**src/rtl/store_buffer.sv**
```systemverilog
// store_buffer: circular FIFO of buffered core stores draining to memory.
//
// Ports:
//   clk, rst              single clock; asynchronous active-low reset
//   memwrite/address/data core store request; stall=1 when it cannot be taken
//   mem_wvalid/waddr/wdata head entry offered to memory (straight from storage)
//   mem_wready            memory accepts the head entry this cycle
//   empty                 no buffered stores remain
//   raddr/fwd_hit/fwd_data load-forwarding lookup (doubleword granularity)
//
// Optional feature: define STORE_BUF_FWD_EN to build the forwarding comparators.
// Without it fwd_hit/fwd_data are tied to zero and raddr is unused.
module store_buffer #(
  parameter int unsigned DEPTH = 4
) (
  input  logic        clk,
  input  logic        rst,
  input  logic        memwrite,
  input  logic [63:0] address,
  input  logic [63:0] data,
  output logic        stall,
  output logic        mem_wvalid,
  output logic [63:0] mem_waddr,
  output logic [63:0] mem_wdata,
  input  logic        mem_wready,
  output logic        empty,
  input  logic [63:0] raddr,
  output logic        fwd_hit,
  output logic [63:0] fwd_data
);

  localparam int unsigned PW = (DEPTH > 1) ? $clog2(DEPTH) : 1;
  localparam int unsigned CW = $clog2(DEPTH + 1);

  logic [63:0]      addr_q [DEPTH];
  logic [63:0]      data_q [DEPTH];
  logic [DEPTH-1:0] valid_q;
  logic [PW-1:0]    head_q;
  logic [PW-1:0]    tail_q;
  logic [CW-1:0]    count_q;

  logic full;
  logic enq;
  logic deq;

  assign full  = (count_q == CW'(DEPTH));
  // A stalled store is never taken, even when the head drains this cycle.
  assign enq   = memwrite && !full;
  assign deq   = (count_q != '0) && mem_wready;
  assign stall = memwrite && full;

  assign mem_wvalid = (count_q != '0);
  assign empty      = (count_q == '0);
  assign mem_waddr  = addr_q[head_q];
  assign mem_wdata  = data_q[head_q];

  // Storage carries no reset; validity is tracked by count/valid_q.
  always_ff @(posedge clk) begin
    if (enq) begin
      addr_q[tail_q] <= address;
      data_q[tail_q] <= data;
    end
  end

  always_ff @(posedge clk or negedge rst) begin
    if (!rst) begin
      head_q  <= '0;
      tail_q  <= '0;
      count_q <= '0;
      valid_q <= '0;
    end else begin
      if (deq) begin
        head_q          <= head_q + 1'b1;
        valid_q[head_q] <= 1'b0;
      end
      if (enq) begin
        tail_q          <= tail_q + 1'b1;
        valid_q[tail_q] <= 1'b1;
      end
      case ({enq, deq})
        2'b10:   count_q <= count_q + 1'b1;
        2'b01:   count_q <= count_q - 1'b1;
        default: count_q <= count_q;
      endcase
    end
  end

`ifdef STORE_BUF_FWD_EN
  // Walk entries oldest to youngest starting at head so the last match wins.
  // The head being drained this cycle is still valid and thus searched; the
  // store being enqueued this cycle is not yet in storage and thus excluded.
  logic [PW-1:0] idx;
  logic          unused_raddr_lo;

  assign unused_raddr_lo = ^raddr[2:0];

  always_comb begin
    fwd_hit  = 1'b0;
    fwd_data = '0;
    idx      = head_q;
    for (int unsigned i = 0; i < DEPTH; i++) begin
      idx = head_q + PW'(i);
      if (valid_q[idx] && (addr_q[idx][63:3] == raddr[63:3])) begin
        fwd_hit  = 1'b1;
        fwd_data = data_q[idx];
      end
    end
  end
`else
  logic unused_raddr;

  assign unused_raddr = ^raddr;
  assign fwd_hit      = 1'b0;
  assign fwd_data     = '0;
`endif

endmodule

```
**config.mk**
```make
export PLATFORM = sky130hd
export DESIGN_NAME = store_buffer
export DESIGN_NICKNAME = d
export VERILOG_FILES = /design/src/rtl/store_buffer.sv
export SDC_FILE = /design/constraint.sdc
export NUM_CORES = 1
export LEC_CHECK = 0
export ABC_AREA = 1
export ABC_CLOCK_PERIOD_IN_PS = 8800
export CAP_MARGIN = 30
export CORE_UTILIZATION = 35
export CTS_CLUSTER_SIZE = 8
export DETAILED_ROUTE_END_ITERATION = 10
export PLACE_DENSITY_LB_ADDON = 0.2
export SETUP_SLACK_MARGIN = 0.4
export SYNTH_ARGS = -nofsm -noshare
export SYNTH_HDL_FRONTEND = slang
export SYNTH_SLANG_ARGS = --single-unit
```
**constraint.sdc**
```tcl
create_clock -name clk -period 8.8 [get_ports clk]
set_clock_uncertainty 0.1 [all_clocks]
set_input_delay 1.76 -clock clk [delete_from_list [all_inputs] [get_ports clk]]
set_output_delay 1.76 -clock clk [all_outputs]
set_load 0.01 [all_outputs]
```
== Word-level counts from Yosys, hierarchy flattened ==
Memory sizes are Yosys's and may differ from the RTL's.
Cells that the tools add are included.
W data, S select, Z words.

* Register bits: 7
* Bits in writable memories: 512
* Input port bits: 196
* Output and inout port bits: 196
* Word-level logic and storage cells: 22
* Memories: 2

{| class="wikitable"
|+ Memories
! name !! depth !! width !! rd ports !! clocked after memory_dff !! wr ports !! RTL line !! RTL
|-
| addr_q || 4 || 64 || 1 || 0 || 1 || 35 || <nowiki>logic [63:0] addr_q [DEPTH];</nowiki>
|-
| data_q || 4 || 64 || 1 || 0 || 1 || 36 || <nowiki>logic [63:0] data_q [DEPTH];</nowiki>
|}

* Add/subtract/negate cells: 4
* Equality and inequality tests: 3
* Multiplexer cells: 3
* Reduce and logical (&&, ||, !) cells: 7

{| class="wikitable"
|+ Operators with widths
! cell !! number
|-
| $pmux W3 S2 || 1
|-
| $add A2 B1 Y2 const B || 2
|-
| $add A3 B1 Y3 const B || 1
|-
| $eq A3 B3 Y1 const B || 1
|-
| $logic_and A1 B1 Y1 || 3
|-
| $logic_not A3 Y1 || 1
|-
| $reduce_bool A3 Y1 || 1
|-
| $sub A3 B1 Y3 const B || 1
|-
| $eq A2 B1 Y1 const B || 1
|-
| $eq A2 B2 Y1 const B || 1
|-
| $mux W1 || 2
|-
| $reduce_bool A2 Y1 || 1
|-
| $logic_not A1 Y1 || 1
|}

== Depth between registers and ports, before layout ==
Gate-level depths: netlist (run 1).

* Depth after elaboration: 5
* Mapped depth: 12
* Gate-level depth less buffers: 12

== Worst setup path before layout (run 1) ==
Ideal clock, no wire load.

* Path kind: in2reg
* Start: in memwrite
* End: mem addr_q[0][0], enable pin
* Arrival: 7.228 ns
* Required time: 8.083 ns
* Slack: 0.855 ns
* Stages: 2
* Path buffers: 0
* Path through: nand2_1 > nor2_1

* Longest elaborated chain between the ends: 3

{| class="wikitable"
|+ RTL lines
! what !! RTL line !! RTL
|-
| start: declaration || 18 || <nowiki>input logic memwrite,</nowiki>
|-
| $logic_and A1 B1 Y1 || 48 || <nowiki>assign enq = memwrite && !full;</nowiki>
|-
| $mux W1 || 59 || <nowiki>if (enq) begin</nowiki>
|-
| $mux W1 (not written as such) || 60 || <nowiki>addr_q[tail_q] <= address;</nowiki>
|-
| end: declaration || 35 ||
|}

No other way between the ends.

== Final worst setup path (run 1) ==
* Start: reg head_q[1]
* End: out mem_wdata[58]

* Longest elaborated chain between the ends: 1

{| class="wikitable"
|+ RTL lines
! what !! RTL line !! RTL
|-
| start: declaration || 38 || <nowiki>logic [PW-1:0] head_q;</nowiki>
|-
| start signal: assignment || 73 || <nowiki>head_q <= head_q + 1'b1;</nowiki>
|-
| $mem_v2 Z4 W64 || - ||
|-
| end: declaration || 24 || <nowiki>output logic [63:0] mem_wdata,</nowiki>
|}

No other way between the ends.

==> results.sh, run 1 <==
export IMPL_outcome="complete, no violations"
export IMPL_fin_util_pct=43.6
export IMPL_fill_cells=5453
export IMPL_final_nets=2096
export IMPL_drc=0
export IMPL_place_congestion=0.701
export IMPL_fp_dieArea_sq_um=62000
export IMPL_power_mw=9.12
export IMPL_combPwrFrac_pct=35.1
export IMPL_crit_top_cell="buf_4"
export IMPL_grt_pass1_wl_um=69300
export IMPL_cp_max_fo=53
export IMPL_setup_viol=0
export IMPL_ios=392
export IMPL_netlist_top_cells_area="edfxtp_1 (72%), o211ai_1 (9.0%), nand2_1 (7.0%)"
export IMPL_n_antenna_cell=0
export IMPL_grt_util_all_layers_pct=14.7
export IMPL_min_path_type="register to register"
export IMPL_cts_sinks=519
export IMPL_seq_area_frac_synth_pct=72.8
export IMPL_start_util_pct=35.4
export IMPL_ys_ff_latch=519
export IMPL_timing_final_crit_share_pct=64.1
export IMPL_avgRoutedWirePerCell_um=16.8
export IMPL_fp_dieH_um=249
export IMPL_p_clk_share_pct=27.8
export IMPL_arrival_ns=3.78
export IMPL_netlist_instances=1621
export IMPL_ant_nets=0
export IMPL_hold_depth=1
export IMPL_cap_viol_max_count=0
export IMPL_numPortBuffers=262
export IMPL_tightestPinTransition_ns=1.19
export IMPL_area_delta_synth_final_pct=23.2
export IMPL_crit_type="register to output port"
export IMPL_r2r_start="count_q[1]"
export IMPL_cts_htree_levels=3
export IMPL_power_density_nw_per_um2=347
export IMPL_synthesis_area_sq_um=21400
export IMPL_drv_slew=0
export IMPL_post_place_ws_ns=3.71
export IMPL_p_seq_share_pct=37.1
export IMPL_dpl_hpwl_um=25000
export IMPL_worst_path_max_delay_cell="buf_4"
export IMPL_r2r_cells=5
export IMPL_hold_buffers=0
export IMPL_place_inst=2598
export IMPL_p_sw_mw=2.98
export IMPL_cp_data_required_time_ns=6.94
export IMPL_finalSetupTns_ns=0
export IMPL_drtPass1Iterations=5
export IMPL_crit_path_start_kind="register"
export IMPL_synth_top_area_share_pct=72.0
export IMPL_drt_iter0_drc=460
export IMPL_core_area_sq_um=60400
export IMPL_intPower_mw=6.14
export IMPL_antenna_found_initial=4
export IMPL_via_count=12300
export IMPL_wirelength_um=45400
export IMPL_drive_gt1_share_pct=5.64
export IMPL_rsz0062_at_grt="false"
export IMPL_worstSetupEndpointType="output port"
export IMPL_cp_cell_sequence="buf_4 -> buf_4 -> o211ai_1 -> nand2_1 -> clkdlybuf4s50_1"
export IMPL_root_buffer="clkbuf_16"
export IMPL_total_leakage_power_nw=10.1
export IMPL_syn_avg_cell_area_sq_um=13.2
export IMPL_yosys_area_top_type="edfxtp_1"
export IMPL_first_global_vias=11900
export IMPL_cts_setup_buffers=0
export IMPL_p_sw_share_pct=32.7
export IMPL_numCtsBuffers=75
export IMPL_cts_buffer_depth=3
export IMPL_fmax_mhz=177
export IMPL_row_count=90
export IMPL_post_route_min_period_ns=5.64
export IMPL_vdd_drop_max_uv=279
export IMPL_hold_viol=0
export IMPL_placed_area_sq_um=24200
export IMPL_relSlewSlack_pct=20.6
export IMPL_slowest_delay_ns=0.76
export IMPL_grt_max_degree=239
export IMPL_grt_ovfl_total=0
export IMPL_final_cells=2696
export IMPL_final_area_sq_um=26300
export IMPL_cts_tree="built"
export IMPL_clkTransAtPathRegs_ns=0.05
export IMPL_fin_ws_ns=3.16
export IMPL_regToRegSetupSlack_ns=5.81
export IMPL_hold_end="count_q[0]"
export IMPL_cts_resized=0
export IMPL_ys_types=18
export IMPL_die_width_um=249
export IMPL_timing_rr_end="data_q[3][3]"
export IMPL_vias_per_cell=4.54
export IMPL_yosys_warnings=0
export IMPL_hold_start="count_q[0]"
export IMPL_clkLatencyLatePin_ns=0.59
export IMPL_hold_worst_slack_ns=0.381
==> critical path: cells and delay by family, from the launching register on <==
kind                   cells  cell delay (ns)
buffers and inverters      3             2.01
DFF                        1             0.74
AOI/OAI and AO/OA          1             0.18
and+or+nand+nor            1             0.16
==> how the worst max path moves through the flow <==
stage / from / end / slack (ns)
after floorplan: memwrite / addr_q[0][0] / 0.85
after global placement: head_q[1] / mem_wdata[58] / 3.72
after detailed placement: head_q[1] / mem_wdata[58] / 3.71
after CTS: head_q[1] / mem_wdata[58] / 3.05
after global routing: head_q[1] / mem_wdata[60] / 2.95
final: head_q[1] / mem_wdata[58] / 3.16
==> cell usage after synthesis, drive strengths merged <==
master  count
edfxtp    512
nand3       7
ha          5
fa          1
clkbuf      2
dfrtp       7
nor2        5
buf       147
o211ai    256
conb        1
xnor2       1
nand2     401
inv       274
o21ai       1
nand4       1
==> sequential cells by signal, summed over array words and instances (netlist names) <==
register,cells
addr_q,256
count_q,3
data_q,256
head_q,2
tail_q,2
==> logic make-up (layout without fill, tap and decap cells) <==
family | Yosys count | after routing | synth area share, %
buffers and inverters | 423 | 652 | 10.4
adder cells (fa/ha/maj) | 6 | 6 | 0.387
AND/OR/NAND/NOR | 414 | 414 | 7.33
AO/OA/AOI/OAI | 257 | 257 | 9.02
XOR/XNOR | 1 | 1 | 0.0410
other | 1 | 65 | 0.0176
flip-flops | 519 | 519 | 72.8
==> per-layer routing <==
metal  vias up  track usage, %  part of all wire (%)
met4         8            5.20                   1.8
li1       6041               -                     -
met3        62            4.43                   6.5
met5         -               0                  0.10
met2       331            24.2                    48
met1      5809            18.3                    44
==> power groups by stage <==
stage                     clock network (mW)  registers, mW  logic, mW
after global placement                     0           3.42       3.24
after CTS                               2.62           3.39       3.29
after floorplan                            0           3.48       1.92
final                                   2.53           3.39       3.20
after detailed placement                   0           3.44       3.27
after global routing                    2.72           3.42       3.54
==> cell usage in the layout (no fill, tap or decap) <==
cell type,Yosys,final
inv_8,0,1
dfrtp_4,0,1
fa_1,1,1
clkinv_8,0,4
clkbuf_1,2,15
clkinv_4,0,1
buf_12,0,3
buf_4,65,15
ha_1,5,5
clkbuf_16,0,77
nor2_4,0,4
clkdlybuf4s50_1,0,262
inv_4,0,1
xnor2_1,1,1
nor2_1,5,1
buf_16,0,1
nand4_1,1,1
nand2_1,401,401
o21ai_0,1,1
nand3_1,7,7
edfxtp_1,512,512
dfrtp_1,7,6
inv_1,273,272
conb_1,1,65
o211ai_1,256,256
==> area by class of cell <==
| class | instances | area [sq um] | area share, % |
|---|---|---|---|
| repair buffers | 281 | 2820 | 10.7 |
| multi-input cells | 743 | 3860 | 14.7 |
| flip-flops and latches | 519 | 15600 | 59.1 |
| clock inverters | 5 | 73.8 | 0.281 |
| inverters | 274 | 1040 | 3.95 |
| well taps | 782 | 978 | 3.72 |
| clock buffers | 92 | 1980 | 7.54 |
(Power assumes the default switching activity.)
==> run 2, diff against run 1 <==
Settings changed: ABC_CLOCK_PERIOD_IN_PS 8800 to 5500.
Clock period 8.8 ns to 5.5 ns, I/O delays scaled along.
==> run 2 against run 1 <==
  * Clock power up 60%
  * Global-route usage is 0.092 points higher
  * Non-clock buffer count increased by 9
  * Worst setup slack got worse by 2.0 ns
  * Total power grew 61%
  * Cell area rose by 0.75%
==> results.sh, run 2 (synthesized netlist as in run 1, its figures left out) <==
export IMPL_multi_input_area_sq_um=3860
export IMPL_cts_buffer_depth=3
export IMPL_area_delta_synth_final_pct=24.1
export IMPL_root_buffer="clkbuf_16"
export IMPL_outcome="complete, no violations"
export IMPL_reg_largest_list="addr_q (256), data_q (256), count_q (3)"
export IMPL_worst_path_max_delay_cell="clkdlybuf4s50_1"
export IMPL_cp_cell_sequence="inv_8 -> buf_16 -> buf_4 -> o211ai_1 -> nand2_1 -> clkdlybuf4s50_1"
export IMPL_drv_slew=0
export IMPL_path_depth=6
export IMPL_fmax_mhz=231
export IMPL_ios=392
export IMPL_start_util_pct=35.4
export IMPL_hold_viol=0
export IMPL_clkLatencyLatePin_ns=0.60
export IMPL_die_width_um=249
export IMPL_grt_ovfl_total=0
export IMPL_fin_util_pct=43.9
export IMPL_grt_pass1_wl_um=70400
export IMPL_p_sw_mw=4.80
export IMPL_rsz0062_at_grt="false"
export IMPL_numPortBuffers=262
export IMPL_critPathTopFamily="buffers and inverters"
export IMPL_drt_iter0_drc=562
export IMPL_core_area_sq_um=60400
export IMPL_hold_depth=1
export IMPL_cp_max_fo=116
export IMPL_clkTransAtPathRegs_ns=0.05
export IMPL_power_mw=14.7
export IMPL_cts_htree_levels=3
export IMPL_via_count=12300
export IMPL_place_congestion=0.681
export IMPL_fill_cells=5428
export IMPL_seq_area_sq_um=15600
export IMPL_numCtsBuffers=75
export IMPL_cts_resized=0
export IMPL_r2r_cells=5
export IMPL_grt_max_degree=173
export IMPL_cts_sinks=519
export IMPL_fp_dieArea_sq_um=62000
export IMPL_final_cell_mix="edfxtp_1 (512), nand2_1 (401), inv_1 (272), clkdlybuf4s50_1 (262), o211ai_1 (256)"
export IMPL_crit_type="register to output port"
export IMPL_row_count=90
export IMPL_grt_util_all_layers_pct=14.8
export IMPL_worstSetupEndpointType="output port"
export IMPL_vias_per_cell=4.54
export IMPL_tightestPinTransition_ns=0.815
export IMPL_intPower_mw=9.88
export IMPL_cp_data_required_time_ns=4.30
export IMPL_first_global_vias=12300
export IMPL_cts_setup_buffers=0
export IMPL_antenna_found_initial=5
export IMPL_p_sw_share_pct=32.7
export IMPL_power_density_nw_per_um2=554
export IMPL_setup_viol=0
export IMPL_avgRoutedWirePerCell_um=16.6
export IMPL_min_path_type="register to register"
export IMPL_cts_tree="built"
export IMPL_vdd_drop_max_uv=373
export IMPL_fp_dieH_um=249
export IMPL_relSlewSlack_pct=45.7
export IMPL_drtPass1Iterations=4
export IMPL_arrival_ns=3.13
export IMPL_total_leakage_power_nw=10.2
export IMPL_drc=0
export IMPL_p_seq_share_pct=36.6
export IMPL_final_nets=2105
export IMPL_ant_nets=0
export IMPL_worst_path_buf_inv=4
export IMPL_cap_viol_max_count=0
export IMPL_wirelength_um=44700
export IMPL_post_route_min_period_ns=4.33
export IMPL_finalSetupTns_ns=0
export IMPL_hold_buffers=0
export IMPL_dpl_hpwl_um=24700
export IMPL_drive_gt1_share_pct=6.15
export IMPL_combPwrFrac_pct=35.8
export IMPL_timing_final_crit_share_pct=78.8
export IMPL_slowest_delay_ns=0.54
export IMPL_crit_path_start_kind="register"
export IMPL_p_clk_share_pct=27.6
export IMPL_final_common_cell="edfxtp_1"
run 2: per-layer routing:
layer	up-vias	wire, um	global-route usage, %
met5	-	38	0
met4	6	1070	5.43
met3	85	2600	4.18
met2	290	21900	24.9
met1	5826	19100	18.0
li1	6060	-	-
run 2: worst paths after layout:
path,from,end,slack (ns)
min in group asynchronous,rst,head_q[1],0.68
worst min register to register,count_q[0],count_q[0],0.37
worst max register to register,count_q[0],addr_q[3][62],3.04
max in group asynchronous,rst,head_q[1],4.32
worst min-delay path,count_q[0],count_q[0],0.37
worst max-delay path,head_q[0],mem_waddr[61],1.17
run 2: area by class of cell:
type	count	share of cell area, %
multi-input cells	743	14.6
diodes	2	0.0189
clock inverters	8	0.472
flip-flops and latches	519	58.7
clock buffers	84	7.29
inverters	274	3.92
repair buffers	290	11.4
well taps	782	3.69
run 2: power by group through the flow:
stage / Combinational, mW / Sequential (mW) / Clock (mW)
after detailed placement: 5.38 / 5.44 / 0
after floorplan: 3.08 / 5.49 / 0
after CTS: 5.41 / 5.37 / 4.20
after global placement: 5.34 / 5.42 / 0
after global routing: 5.85 / 5.43 / 4.35
final: 5.26 / 5.37 / 4.06
run 2: through the flow:
| stage | worst slack (ns) | hold WS [ns] | area [sq um] | instances |
|---|---|---|---|---|
| detailed placement | 1.76 | 0.364 | 24400 | 2607 |
| global placement | 1.75 | 0.365 | 24400 | 2606 |
| floorplan | 0.332 | 0.346 | 21600 | 1685 |
| global route | 0.920 | 0.385 | 26500 | 2701 |
| CTS | 1.09 | 0.379 | 26500 | 2699 |
| finish | 1.17 | 0.370 | 26500 | 2702 |
==> run 3, diff against run 2 <==
Settings changed: ABC_CLOCK_PERIOD_IN_PS 5500 to 3700.
Clock period 5.5 ns to 3.7 ns, I/O delays scaled along.
==> run 3 against run 2 <==
  * Clock power up 51%
  * Flip-flop and latch count unchanged
  * Worst setup slack worse by 0.67 ns
  * Register-to-register slack worse by 1.6 ns
  * Largest power group is now combinational logic
  * Highest routed layer unchanged
==> results.sh, run 3 (synthesized netlist as in run 1, its figures left out) <==
export IMPL_ant_nets=0
export IMPL_numCtsBuffers=75
export IMPL_place_congestion=0.693
export IMPL_place_inst=2617
export IMPL_worst_path_max_delay_cell="clkdlybuf4s50_1"
export IMPL_ios=392
export IMPL_via_count=12400
export IMPL_fp_dieArea_sq_um=62000
export IMPL_first_global_vias=12100
export IMPL_groute_layer_met3_usage_pct=3.82
export IMPL_timing_final_crit_share_pct=86.4
export IMPL_fin_ws_ns=0.502
export IMPL_crit_type="register to output port"
export IMPL_cts_sinks=519
export IMPL_combPwrFrac_pct=38.0
export IMPL_cp_data_required_time_ns=2.86
export IMPL_p_seq_share_pct=35.1
export IMPL_numPortBuffers=262
export IMPL_cts_buffer_depth=3
export IMPL_p_clk_share_pct=26.9
export IMPL_finalSetupTns_ns=0
export IMPL_avgRoutedWirePerCell_um=17.3
export IMPL_reg_largest_list="addr_q (256), data_q (256), count_q (3)"
export IMPL_timing_rr_end="data_q[3][40]"
export IMPL_die_width_um=249
export IMPL_final_common_cell="edfxtp_1"
export IMPL_p_sw_share_pct=32.6
export IMPL_worstSetupEndpointType="output port"
export IMPL_rsz0062_at_grt="true"
export IMPL_arrival_ns=2.36
export IMPL_dpl_hpwl_um=25700
export IMPL_outcome="complete, no violations"
export IMPL_drv_slew=0
export IMPL_hold_worst_slack_ns=0.318
export IMPL_grt_most_used_layer="met2"
export IMPL_drive_gt1_share_pct=7.84
export IMPL_p_sw_mw=7.43
export IMPL_core_area_sq_um=60400
export IMPL_final_cell_mix="edfxtp_1 (512), nand2_1 (400), inv_1 (272), o211ai_1 (256), clkdlybuf4s50_1 (250)"
export IMPL_wirelength_um=47300
export IMPL_cts_htree_levels=3
export IMPL_intPower_mw=15.4
export IMPL_fmax_mhz=313
export IMPL_relSlewSlack_pct=47.0
export IMPL_post_place_ws_ns=0.685
export IMPL_fp_dieH_um=249
export IMPL_power_density_nw_per_um2=839
export IMPL_crit_path_start_kind="register"
export IMPL_vias_per_cell=4.54
export IMPL_final_cells=2733
export IMPL_grt_ovfl_total=0
export IMPL_post_route_min_period_ns=3.20
export IMPL_total_leakage_power_nw=10.6
export IMPL_grt_met1_usage_pct=18.6
export IMPL_root_buffer="clkbuf_16"
export IMPL_critPathCapture="mem_waddr[40]"
export IMPL_n_antenna_cell=0
export IMPL_min_path_type="input port to async pin"
export IMPL_clkLatencyLatePin_ns=0.60
export IMPL_cts_tree="built"
export IMPL_hold_buffers=0
export IMPL_drt_iter0_drc=450
export IMPL_clkTransAtPathRegs_ns=0.05
export IMPL_crit_start="head_q[1]"
export IMPL_r2r_start="count_q[0]"
export IMPL_antenna_found_initial=2
export IMPL_row_count=90
export IMPL_drtPass1Iterations=5
export IMPL_start_util_pct=35.4
export IMPL_final_nets=2137
export IMPL_drc=0
export IMPL_hold_viol=0
export IMPL_cap_viol_max_count=0
export IMPL_setup_viol=0
export IMPL_cp_max_fo=28
export IMPL_grt_pass1_wl_um=70900
export IMPL_grt_max_degree=94
export IMPL_grt_util_all_layers_pct=15.0
export IMPL_vdd_drop_max_uv=433
export IMPL_tightestPinTransition_ns=0.793
export IMPL_area_delta_synth_final_pct=27.3
export IMPL_r2r_cells=5
export IMPL_regToRegSetupSlack_ns=1.44
export IMPL_cp_cell_sequence="buf_12 -> buf_16 -> o211ai_1 -> nand2_1 -> clkdlybuf4s50_1"
export IMPL_slowest_delay_ns=0.59
export IMPL_use_met2_pct=25.5
[run 3: worst min-delay path by stage]
stage,depth (start not counted),endpoint,start
final,1,head_q[0],rst
after global routing,1,head_q[0],rst
after CTS,1,head_q[0],rst
after detailed placement,1,count_q[0],count_q[0]
after global placement,1,count_q[0],count_q[0]
after floorplan,0,count_q[0],rst
[run 3: power groups by stage]
stage | clock [mW] | sequential [mW] | combinational, mW
finish | 6.13 | 8.01 | 8.68
global route | 6.52 | 8.10 | 9.49
CTS | 6.31 | 8.02 | 8.61
detailed placement | 0 | 8.12 | 8.14
global placement | 0 | 8.09 | 8.10
floorplan | 0 | 8.09 | 4.59
[run 3: stage by stage]
| step | area (sq um) | power (mW) | utilization, % |
|---|---|---|---|
| floorplan | 21600 | 12.7 | - |
| global placement | 24600 | 16.2 | 40.8 |
| detailed placement | 24600 | 16.3 | 40.8 |
| CTS | 27000 | 22.9 | 44.7 |
| global route | 27200 | 24.1 | 45.0 |
| finish | 27200 | 22.8 | 45.0 |
[run 3: routing by layer]
metal  share of wire [%]  vias to the layer above  routed length (um)
met5               0.055                        -                  26
met1                  44                     5920               20800
met3                 5.2                       76                2460
met2                  49                      275               23000
li1                    -                     6140                   -
met4                 2.1                        4                 971
[run 3: repair_timing]
action	4_1_cts	5_1_grt
cloned	4	6
setup buffers	11	2
gates resized for setup	27	12
endpoints found under the setup margin	128	71
[run 3: layout make-up]
class                      count  area, sq um
timing repair buffer         320         3620
fill                        5363        33200
tap                          782          978
sequential                   519        15600
clock inverter                 6         88.8
inverter                     274         1060
timing repair inverter         2         20.0
multi-input combinational    743         3860
clock buffer                  87         1990
[run 3: worst max-delay path, delay by kind of cell, from the launching register on]
kind	cells	cell delay [ns]
and+or+nand+nor	1	0.08
AOI/OAI and AO/OA	1	0.13
buffers and inverters	3	0.96
DFF	1	0.56
